[config.mk]
export PLATFORM = sky130hd
export DESIGN_NAME = mem_arbiter_flat
export DESIGN_NICKNAME = d
export VERILOG_FILES = /design/src/rtl/mem_arbiter_if.sv /design/src/rtl/mem_arbiter.sv /design/src/flat_wrapper.sv
export SDC_FILE = /design/constraint.sdc
export NUM_CORES = 1
export LEC_CHECK = 0
export BUFFER_PORTS_ARGS = -buffer_cell sky130_fd_sc_hd__buf_4
export CAP_MARGIN = 20
export CORE_MARGIN = 5
export CORE_UTILIZATION = 50
export CTS_BUF_LIST = sky130_fd_sc_hd__clkbuf_2
export DETAILED_ROUTE_END_ITERATION = 8
export GPL_TIMING_DRIVEN = 0
export PLACE_DENSITY = 0.87
export SETUP_SLACK_MARGIN = 0.4
export SLEW_MARGIN = 40
export SYNTH_ARGS = -nofsm -noshare
export SYNTH_HDL_FRONTEND = slang
export SYNTH_SLANG_ARGS = --single-unit
export TNS_END_PERCENT = 30
[constraint.sdc]
create_clock -name CLK -period 2.35 [get_ports CLK]
set_input_delay 0.235 -clock CLK [delete_from_list [all_inputs] [get_ports CLK]]
set_output_delay 0.235 -clock CLK [all_outputs]
set_load 0.005 [all_outputs]
[src/rtl/mem_arbiter_if.sv]
// mem_arbiter_if: fetch, data and memory-side signals of the arbiter.
// slave is the arbiter's view; master is the requester/memory view.
interface mem_arbiter_if;
  typedef logic [31:0] word_t;

  logic  iREN;
  word_t iaddr;
  logic  ihit;
  word_t iload;

  logic  dREN;
  logic  dWEN;
  logic  datomic;
  word_t daddr;
  word_t dstore;
  logic  dhit;
  word_t dload;

  logic  ramREN;
  logic  ramWEN;
  word_t ramaddr;
  word_t ramstore;
  word_t ramload;
  logic  ramready;

  modport slave (
    input  iREN, iaddr,
    input  dREN, dWEN, datomic, daddr, dstore,
    input  ramload, ramready,
    output ihit, iload, dhit, dload,
    output ramREN, ramWEN, ramaddr, ramstore
  );

  modport master (
    output iREN, iaddr,
    output dREN, dWEN, datomic, daddr, dstore,
    output ramload, ramready,
    input  ihit, iload, dhit, dload,
    input  ramREN, ramWEN, ramaddr, ramstore
  );
endinterface

[src/rtl/mem_arbiter.sv]
// mem_arbiter: one memory port shared by fetch and data, data first.
// Define MEM_ARBITER_ATOMIC_EN to add LL/SC link tracking.
module mem_arbiter #(
  parameter int STARVE_MAX = 4
) (
  input logic          CLK,
  input logic          RST,
  mem_arbiter_if.slave bus
);

  localparam int CW =
    (STARVE_MAX > 0) ? $clog2(STARVE_MAX + 1) : 1;
  localparam logic [CW-1:0] SMAX = CW'(STARVE_MAX);

  typedef enum logic [1:0] {
    IDLE,
    DACC,
    IACC,
    SCFAIL
  } state_t;

  state_t        state;
  logic [CW-1:0] starveCnt;

  logic dReq;
  logic starved;
  logic dGrant;
  logic iGrant;
  logic scFail;

  assign dReq    = bus.dREN | bus.dWEN;
  assign starved = bus.iREN && (starveCnt == SMAX);
  assign dGrant  = dReq && !starved;
  assign iGrant  = bus.iREN && !dGrant;

`ifdef MEM_ARBITER_ATOMIC_EN
  logic [31:0] linkAddr;
  logic        linkValid;
  logic        isLl;
  logic        isSc;

  assign scFail = bus.dWEN && bus.datomic &&
    !(linkValid && (linkAddr == bus.daddr));
`else
  assign scFail = 1'b0;
`endif

  always_ff @(posedge CLK) begin
    if (RST) begin
      state        <= IDLE;
      starveCnt    <= '0;
      bus.ihit     <= 1'b0;
      bus.dhit     <= 1'b0;
      bus.iload    <= '0;
      bus.dload    <= '0;
      bus.ramREN   <= 1'b0;
      bus.ramWEN   <= 1'b0;
      bus.ramaddr  <= '0;
      bus.ramstore <= '0;
`ifdef MEM_ARBITER_ATOMIC_EN
      linkAddr     <= '0;
      linkValid    <= 1'b0;
      isLl         <= 1'b0;
      isSc         <= 1'b0;
`endif
    end else begin
      bus.ihit <= 1'b0;
      bus.dhit <= 1'b0;
      unique case (state)
        IDLE: begin
          unique case (1'b1)
            dGrant && scFail: begin
              state <= SCFAIL;
            end
            dGrant && !scFail: begin
              state        <= DACC;
              bus.ramWEN   <= bus.dWEN;
              bus.ramREN   <= !bus.dWEN;
              bus.ramaddr  <= bus.daddr;
              bus.ramstore <= bus.dstore;
              if (bus.iREN && (starveCnt != SMAX))
                starveCnt <= starveCnt + 1'b1;
`ifdef MEM_ARBITER_ATOMIC_EN
              isLl <= bus.dREN && !bus.dWEN &&
                bus.datomic;
              isSc <= bus.dWEN && bus.datomic;
`endif
            end
            iGrant: begin
              state       <= IACC;
              bus.ramREN  <= 1'b1;
              bus.ramWEN  <= 1'b0;
              bus.ramaddr <= bus.iaddr;
              starveCnt   <= '0;
            end
            default: ;
          endcase
        end
        DACC: begin
          if (bus.ramready) begin
            state      <= IDLE;
            bus.ramREN <= 1'b0;
            bus.ramWEN <= 1'b0;
            bus.dhit   <= 1'b1;
            bus.dload  <= bus.ramload;
`ifdef MEM_ARBITER_ATOMIC_EN
            if (isSc)
              bus.dload <= 32'd1;
            // any store to the linked word breaks the link
            if (bus.ramWEN && (bus.ramaddr == linkAddr))
              linkValid <= 1'b0;
            else if (isLl) begin
              linkAddr  <= bus.ramaddr;
              linkValid <= 1'b1;
            end
`endif
          end
        end
        IACC: begin
          if (bus.ramready) begin
            state      <= IDLE;
            bus.ramREN <= 1'b0;
            bus.ihit   <= 1'b1;
            bus.iload  <= bus.ramload;
          end
        end
        SCFAIL: begin
          state     <= IDLE;
          bus.dhit  <= 1'b1;
          bus.dload <= '0;
        end
        default: state <= IDLE;
      endcase
    end
  end

endmodule

[src/flat_wrapper.sv]
// flat-port wrapper written by rule: the top's interface ports become plain ports
module mem_arbiter_flat 
#(
  parameter int STARVE_MAX = 4
)
  (CLK, RST, bus_iREN, bus_iaddr, bus_dREN, bus_dWEN, bus_datomic, bus_daddr, bus_dstore, bus_ramload, bus_ramready, bus_ihit, bus_iload, bus_dhit, bus_dload, bus_ramREN, bus_ramWEN, bus_ramaddr, bus_ramstore);
  mem_arbiter_if bus_i ();
  input logic CLK;
  input logic RST;
  input wire logic [$bits(bus_i.iREN)-1:0] bus_iREN;
  input wire logic [$bits(bus_i.iaddr)-1:0] bus_iaddr;
  input wire logic [$bits(bus_i.dREN)-1:0] bus_dREN;
  input wire logic [$bits(bus_i.dWEN)-1:0] bus_dWEN;
  input wire logic [$bits(bus_i.datomic)-1:0] bus_datomic;
  input wire logic [$bits(bus_i.daddr)-1:0] bus_daddr;
  input wire logic [$bits(bus_i.dstore)-1:0] bus_dstore;
  input wire logic [$bits(bus_i.ramload)-1:0] bus_ramload;
  input wire logic [$bits(bus_i.ramready)-1:0] bus_ramready;
  output wire logic [$bits(bus_i.ihit)-1:0] bus_ihit;
  output wire logic [$bits(bus_i.iload)-1:0] bus_iload;
  output wire logic [$bits(bus_i.dhit)-1:0] bus_dhit;
  output wire logic [$bits(bus_i.dload)-1:0] bus_dload;
  output wire logic [$bits(bus_i.ramREN)-1:0] bus_ramREN;
  output wire logic [$bits(bus_i.ramWEN)-1:0] bus_ramWEN;
  output wire logic [$bits(bus_i.ramaddr)-1:0] bus_ramaddr;
  output wire logic [$bits(bus_i.ramstore)-1:0] bus_ramstore;
  assign bus_i.iREN = bus_iREN;
  assign bus_i.iaddr = bus_iaddr;
  assign bus_i.dREN = bus_dREN;
  assign bus_i.dWEN = bus_dWEN;
  assign bus_i.datomic = bus_datomic;
  assign bus_i.daddr = bus_daddr;
  assign bus_i.dstore = bus_dstore;
  assign bus_i.ramload = bus_ramload;
  assign bus_i.ramready = bus_ramready;
  assign bus_ihit = bus_i.ihit;
  assign bus_iload = bus_i.iload;
  assign bus_dhit = bus_i.dhit;
  assign bus_dload = bus_i.dload;
  assign bus_ramREN = bus_i.ramREN;
  assign bus_ramWEN = bus_i.ramWEN;
  assign bus_ramaddr = bus_i.ramaddr;
  assign bus_ramstore = bus_i.ramstore;
  mem_arbiter #(.STARVE_MAX(STARVE_MAX)) u_core (.CLK(CLK), .RST(RST), .bus(bus_i));
endmodule
# == After elaboration in Yosys (flattened, before gate mapping) ==
# Cells that the tools add are included.
# word_totals
input_bits,135
output_inout_bits,132
regBits,137
elab_cells,59
# op_classes
n_reduce_logical,22
n_eq_ne,9
n_mux,15
add_sub_neg,1
n_bitwise,2
# ops
cell,count
case mux 32 bit (2 select lines),2
two-way mux 32 bit,1
case mux 1 bit (2 select lines),5
AND reduction 2 bit,5
AND reduction 3 bit,3
nonzero test 2 bit,4
case mux 2 bit (3 select lines),1
case mux 3 bit (2 select lines),1
"equality test 2 bit, second input constant",2
logical AND 1 bit,4
"inequality test 2 bit, second input constant",2
case mux 2 bit (2 select lines),1
OR reduction 2 bit,2
"adder 3 x 1 -> 3 bit, second input constant",1
"equality test 3 bit, second input constant",1
logical NOT 1 bit,3
two-way mux 3 bit,1
"inequality test 3 x 1 -> 1 bit, second input constant",1
"inequality test 3 bit, second input constant",1
"equality test 2 x 1 -> 1 bit, second input constant",1
logical NOT 2 bit,1
two-way mux 1 bit,2
two-way mux 2 bit,1
"inequality test 2 x 1 -> 1 bit, second input constant",1
2 further kinds,2

# == Longest topological paths before layout ==
# Gate-level depths: netlist of the first run.
# depth
word_depth,8
depth_mapped,8
ltp_nobuf,6

# == Worst setup path before layout of the first run ==
# OpenSTA, ideal clock, no wires.
# synth_path
path_kind,flip-flop to flip-flop
startpoint,register u_core.starveCnt[0]
endpoint,register u_core.bus.ramaddr[5]
stages_incl_launch_ff,8
required_time_ns,2.262
slack_ns,0.842
path_buffers,1
synth_period_minus_slack_ns,1.508
setup_time_ns,0.088
arrival_time_ns,1.420
path_cell_list,dfxtp_1 -> inv_1 -> ha_1 -> o2bb2ai_1 -> nand2_1 -> clkbuf_1 -> nand2_1 -> a311oi_2
# synth_via
elab_chain_len,8
word_cells_on_any_way,9
cone_classes,1 x eq/ne; 1 x mux; 7 x reduce/logical
# synth_rtl
element,line_no,source
"start, declared",mem_arbiter.sv:23,logic [CW-1:0] starveCnt;
"start signal, assigned",mem_arbiter.sv:82,starveCnt <= starveCnt + 1'b1;
equality test 3 bit (*),mem_arbiter.sv:32,assign starved = bus.iREN && (starveCnt == SMAX);
logical AND 1 bit (*),mem_arbiter.sv:32,
logical NOT 1 bit (*),mem_arbiter.sv:33,assign dGrant = dReq && !starved;
logical AND 1 bit (*),mem_arbiter.sv:33,
logical NOT 1 bit,mem_arbiter.sv:34,assign iGrant = bus.iREN && !dGrant;
logical AND 1 bit,mem_arbiter.sv:34,
nonzero test 2 bit (no line),-,
AND reduction 2 bit (no line),-,
"end signal, assigned",mem_arbiter.sv:79,bus.ramaddr <= bus.daddr;
"end signal, assigned",mem_arbiter.sv:93,bus.ramaddr <= bus.iaddr;
"end, declared",mem_arbiter_if.sv:31,"output ramREN, ramWEN, ramaddr, ramstore"
# Mark *: on every way between the ends. The rest lies on a longest branch, timed or not.
# A chain may end at the register's enable or synchronous reset.

# == Worst setup path after layout of the first run ==
# layout_path
startpoint,register u_core.starveCnt[0]
endpoint,register u_core.bus.ramaddr[17]
# Same word-level chain as after synthesis.

==> flow_summary.toml, run 1 <==
[run_status]
outcome = "finished clean"

[floorplanning]
core_um2 = 10200
fp.dieW_um = 112
io_pins = 267
die_h_um = 112
initial_core_util = 0.507
die_area_um2 = 12500
num_rows = 37

[detailed_routing]
drc_errors = 0
drt_first_iter_violations = 563
vias_per_cell = 5.64
wl_um = 23100
ant_nets = 0
vias = 6731
wl_per_cell_um = 19.4
firstDrtPassIters = 5

[cells_and_area]
syn_to_final_growth_pct = 72.1
final_nets = 1185
drive_above_1_share = 0.313

[critical_path]
max_stage_delay_ns = 0.37
endpoint_kind = "register"
crit_family = "buffers and inverters"
slowest_stage = "dfxtp_1"
critPathKind = "register to register"
crit_buf_inv = 3
cp_common_cell = "buf_2"
cp_data_required_time_ns = 2.97
worstPathCellList = "inv_1 -> ha_1 -> o2bb2ai_1 -> and2_1 -> buf_2 -> buf_2 -> nand2_1 -> a311oi_1"
path_max_fanout = 10
start_kind = "register"
arrival_ns = 2.53

[placed_design]
place_ws_ns = 0.432
place.port_buffers = 264
gp_congestion = 0.860
hpwl_um = 13100

[synthesis]
syn_nets = 768
synth-seq-area-share = 0.529
synthesis.area_um2 = 5180
ys_types = 30
post_synth.cell_area_avg_um2 = 8.27
synth_seq_cells = 137
yosysWarnings = 0
synthesis.instances = 627

[grt]
grt_pass1_wl_um = 36800
antenna_found_initial = 2
grt_usage = 0.367
grt_max_degree = 17
grt_pass1_vias = 7109
globalRouteOverflowTotal = 0

[power_and_ir_drop]
p_per_area_nw_per_um2 = 578
ir_worst_vdd_v = 0.000396
power_uw = 5150
p_leak_uw = 0.00402

[clock_tree]
clock_sinks = 137
postCtsSetupBuffers = 0
clk_pin_slew_ns = 0.19
clk_path_buf_depth = 2
htreeDepth = 4
cts_tree = "yes"
cts_buffers = 17
cts_root_buf = "clkbuf_2"
clock_latency_ns = 0.74

[sta]
setup_viol = 0
clock_skew_ns = 0.0366
tightest_slew_ns = 0.626
rsz0062_at_grt = "yes"
final-max-slew-violation-count = 0
fmax_mhz = 525
fin_crit_ns = 1.90
hold_viol_final = 0
worst_slack_ns = 0.447
fin_crit_sh = 0.810
relSlewSlack = 0.583
setup_tns_ns = 0

[flow_run]
maxCapViolCount = 0

[min_path]
hold_class = "primary input to register"
final cells by class:
type                       instances  area, um2
buffer                            50        273
multi-input combinational        435       2190
inverter                           5       18.8
clock buffer                      19       95.1
clock inverter                    12        104
fill                             475       1310
tap                              136        170
timing repair buffer             398       3320
antenna                            2       5.00
sequential                       137       2740
sequential cells by signal (all words and copies together) (netlist names):
register	count
u_core.starveCnt	3
u_core.bus.ramaddr	32
u_core.bus.iload	32
u_core.bus.dhit	1
u_core.state	2
u_core.bus.ramstore	32
u_core.bus.ramWEN	1
u_core.bus.ihit	1
u_core.bus.dload	32
u_core.bus.ramREN	1
worst register-to-register path: stages (launching register included):
cell       delay (ns)
dfxtp_1          0.37
inv_1            0.09
ha_1             0.21
o2bb2ai_1        0.17
and2_1           0.16
buf_2            0.16
buf_2            0.24
nand2_1          0.10
a311oi_1         0.32
final timing paths:
| check | startpoint | endpoint | slack [ns] | cells after the start |
|---|---|---|---|---|
| setup reg to reg | u_core.starveCnt[0]$_SDFFE_PP0P_ | u_core.bus.ramaddr[17]$_SDFFE_PP0P_ | 0.45 | 8 |
| setup / recovery | u_core.starveCnt[0]$_SDFFE_PP0P_ | u_core.bus.ramaddr[17]$_SDFFE_PP0P_ | 0.45 | 8 |
| hold reg to reg | u_core.bus.ramstore[25]$_SDFFE_PP0P_ | u_core.bus.ramstore[25]$_SDFFE_PP0P_ | 0.47 | 2 |
| hold / removal | RST | u_core.bus.ramaddr[10]$_SDFFE_PP0P_ | 0.07 | 2 |
layout by cell type (no fill, tap or decap), types with 5 or more instances in the layout:
cell	instances
a21oi_1	71
ha_1	6
a311oi_2	7
buf_2	10
inv_1	5
nor2_1	68
a311oi_1	25
buf_4	266
clkbuf_1	22
dfxtp_1	137
clkbuf_2	26
nand2_1	199
buf_6	6
clkinvlp_4	5
a22oi_1	33
dlygate4sd3_1	134
cell families after synthesis:
logic type | after synthesis | share of synthesized area
AOI/OAI and AO/OA | 144 | 0.188
adders and majority gates | 6 | 0.0145
buffers and inverters | 55 | 0.0526
DFF | 137 | 0.529
muxes | 1 | 0.00193
and+or+nand+nor | 284 | 0.214
layer usage:
metal,track usage,share of wire,vias up
li1,-,-,2961
met1,0.369,0.33,3108
met2,0.638,0.50,497
met3,0.113,0.089,165
met4,0.266,0.079,0
met5,0,0,-
report_power, final:
group / total [uW] / internal, uW / switching [uW]
sequential: 2590 / 2490 / 103
combinational: 1280 / 679 / 601
clock: 1280 / 376 / 902
metrics by stage:
step           std cells  hold WS, ns  cell area (um2)  utilization
2_1_floorplan        627        0.371             5180            -
3_3_place_gp        1027        0.442             7330        0.717
3_5_place_dp        1027        0.447             7330        0.717
4_1_cts             1192       0.0521             8870        0.867
5_1_grt             1194        0.102             8920        0.872
6_report            1194       0.0694             8920        0.872
repair_timing:
| item | in CTS | in global routing |
|---|---|---|
| setup endpoints to repair | 0 | 66 |
| resized for setup | 0 | 27 |
| endpoints found under the hold margin | 136 | 0 |
| hold buffers | 134 | 0 |
synth_stat cells (all sizes together):
master | number | area, um2
a21oi | 71 | 355
a2111o | 1 | 11.3
o21a | 1 | 7.51
nand2b | 2 | 12.5
or2 | 1 | 6.26
a311oi | 32 | 312
nand2 | 199 | 747
o2bb2ai | 1 | 8.76
inv | 5 | 18.8
and3 | 1 | 6.26
mux2i | 1 | 10.0
nor4b | 1 | 8.76
nor2 | 69 | 259
a21o | 1 | 7.51
buf | 19 | 138
nor2b | 1 | 6.26
ha | 6 | 75.1
clkbuf | 31 | 116
nand4b | 1 | 8.76
nand3 | 3 | 15.0
nand4 | 2 | 12.5
dfxtp | 137 | 2740
o21ai | 3 | 15.0
a22oi | 33 | 248
a32oi | 1 | 8.76
nor3b | 1 | 7.51
and2 | 3 | 18.8
(Power assumes the default switching activity.)
==> inputs of run 2 (changes only) <==
Settings changed: ABC_AREA set to 1, CORE_UTILIZATION 50 to 43, PLACE_DENSITY 0.87 to 0.78.
Clock period 2.35 ns to 1.75 ns, I/O delays scaled along.
==> run 2 against run 1 <==
Compared with the run above: worst setup slack got worse by 0.41 ns; final cell count rose by 18%; fmax rose by 11%; synthesized cell count rose by 24%; sequential power rose by 38%; design area rose by 17%; global-route usage fell by 7.2 points; sequential cell count did not move; core utilization fell by 7.6 points; first-iteration DRC count rose by 36%; critical path type unchanged; largest power group unchanged.
==> flow_summary.toml, run 2 <==
[run_status]
outcome = "finished clean"

[placed_design]
hpwl_um = 14300
placed_cells = 1215
place.port_buffers = 263
gp_congestion = 0.809

[critical_path]
r2r-end = "u_core.bus.ramaddr[24]$_SDFFE_PP0P_"
r2r_start = "u_core.starveCnt[1]$_SDFFE_PP0P_"
arrival_ns = 2.37
path_max_fanout = 6
reg2reg_slack_ns = 0.04
crit_end = "u_core.bus.ramaddr[24]$_SDFFE_PP0P_"
start_kind = "register"
cp-startpoint = "u_core.starveCnt[1]$_SDFFE_PP0P_"
critPathKind = "register to register"
r2r_cells = 10
endpoint_kind = "register"
cp_data_required_time_ns = 2.41

[power_and_ir_drop]
p_per_area_nw_per_um2 = 775
p_leak_uw = 0.00497
power_uw = 8070
ir_worst_vdd_v = 0.000505

[cells_and_area]
final_common_cell = "buf_4"
syn_to_final_growth_pct = 83.9
drive_above_1_share = 0.370
final_nets = 1363
n_antenna_cell = 0
final_util = 0.796
layout_common_cells = "279 x buf_4, 144 x nor2_1, 133 x dlygate4sd3_1"
final_cells = 1410

[sta]
setup_viol = 0
final-max-slew-violation-count = 0
fmax_mhz = 583
relSlewSlack = 0.589
tightest_slew_ns = 0.616
hold_viol_final = 0
rsz0062_at_grt = "yes"
setup_tns_ns = 0
fin_crit_ns = 1.71
fin_crit_sh = 0.980
clock_skew_ns = 0.0419

[synthesis]
synth_ff_type = "dfxtp_1"
synth_top_cell_by_area = "dfxtp_1"
synth-edff-count = 0
synth-seq-area-share = 0.484
post_synth.cell_area_avg_um2 = 7.30
ys_types = 24
synthesis.instances = 776
synth.most_common_cell = "nor2_1"
async_reset_ff_frac = 0
yosysWarnings = 0
synth_commonest_cells = "166 x nor2_1, 137 x dfxtp_1, 135 x nand3_1"
synthesis.area_um2 = 5660
yosys.area.top_type_share = 0.484
synth_seq_cells = 137
syn_nets = 917
netlist_top_cells_area = "dfxtp_1 48%, nand3_1 12%, nor2_1 11%, nand2_1 5.5%, o21ai_0 5.1%"

[grt]
grt_pass1_wl_um = 37300
grt_usage = 0.295
globalRouteOverflowTotal = 0
antenna_found_initial = 0
grt_pass1_vias = 7355
grt_max_degree = 17

[floorplanning]
initial_core_util = 0.433
core_um2 = 13100
num_rows = 42
io_pins = 267
die_h_um = 125
die_area_um2 = 15600
fp.dieW_um = 125

[detailed_routing]
wl_per_cell_um = 20.1
vias_per_cell = 5.52
drt_first_iter_violations = 767
firstDrtPassIters = 6
drc_errors = 0
vias = 7780
ant_nets = 0
wl_um = 28300

[clock_tree]
clock_latency_ns = 0.72
clk_path_buf_depth = 2
cts_root_buf = "clkbuf_2"
clk_pin_slew_ns = 0.24
cts_tree = "yes"
clock_sinks = 137
cts_buffers = 17
htreeDepth = 4

[flow_run]
maxCapViolCount = 0

[min_path]
hold_class = "primary input to register"
min_from = "bus_dstore[4]"
run 2: cell count changes in the layout (fill, tap and decap cells not counted), sizes merged, moves of 32 or more:
cell | previous run | this run
inv | 6 | 47
nor3 | 0 | 32
nand2 | 199 | 85
buf | 282 | 320
nand3 | 3 | 136
a311oi | 32 | 0
a22oi | 33 | 0
o21ai | 3 | 66
a21oi | 71 | 39
nor2 | 69 | 167
run 2: how the worst min path moves through the flow:
stage               cells after the start                              endpoint
global placement                        3  u_core.bus.ramstore[31]$_SDFFE_PP0P_
CTS                                     4   u_core.bus.ramstore[4]$_SDFFE_PP0P_
detailed placement                      3  u_core.bus.ramstore[29]$_SDFFE_PP0P_
finish                                  4   u_core.bus.ramstore[4]$_SDFFE_PP0P_
global route                            4  u_core.bus.ramstore[19]$_SDFFE_PP0P_
floorplan                               2  u_core.bus.ramstore[22]$_SDFFE_PP0P_
run 2: cells by family after synthesis:
group / after synthesis / synth area share
and+or+nand+nor: 420 / 0.321
buffers and inverters: 107 / 0.0851
adders and majority gates: 6 / 0.0133
DFF: 137 / 0.484
xor gates and xnor gates: 1 / 0.00155
AOI/OAI and AO/OA: 105 / 0.0948
run 2: power by group:
part | switching, uW | leakage [uW] | internal (uW)
Sequential | 188 | 0.00113 | 3380
Combinational | 1180 | 0.00369 | 1230
Clock | 1180 | 0.000151 | 914
run 2: repair_timing:
action,CTS,global route
resized for setup,80,112
pin swaps,3,39
buffers inserted,6,19
cloned,0,7
endpoints found under the setup margin,266,262
hold buffers,133,0
hold endpoints to repair,137,0
run 2: metrics by stage:
step / hold WS [ns] / instance area, um2 / worst slack, ns
2_1_floorplan: 0.317 / 5690 / 0.399
3_3_place_gp: 0.404 / 7890 / 0.106
3_5_place_dp: 0.414 / 7890 / 0.0731
4_1_cts: 0.174 / 9750 / 0.276
5_1_grt: 0.212 / 10400 / -0.0386
6_report: 0.256 / 10400 / 0.0356
run 2: area by class of cell:
cell class / count / area (um2)
buffer: 58 / 499
fill: 765 / 2680
timing repair buffer: 428 / 3710
multi-input combinational: 532 / 2780
clock inverter: 12 / 156
clock buffer: 19 / 95.1
tap: 176 / 220
inverter: 48 / 189
sequential: 137 / 2760
run 2: metal layers:
metal  wire length (um)  part of all wire  track usage
met5                  0                 0            0
met4               1990             0.070        0.174
met3               3360              0.12        0.106
met1               9580              0.34        0.319
met2              13400              0.47        0.493
run 2: worst max-delay path, stage by stage, from the launching register on:
cell	delay [ns]
dfxtp_2	0.40
inv_2	0.05
ha_4	0.16
nand3_4	0.11
nand2_8	0.10
buf_12	0.17
buf_8	0.13
nand3_1	0.14
nand3_1	0.21
nand2_1	0.15
inv_1	0.05
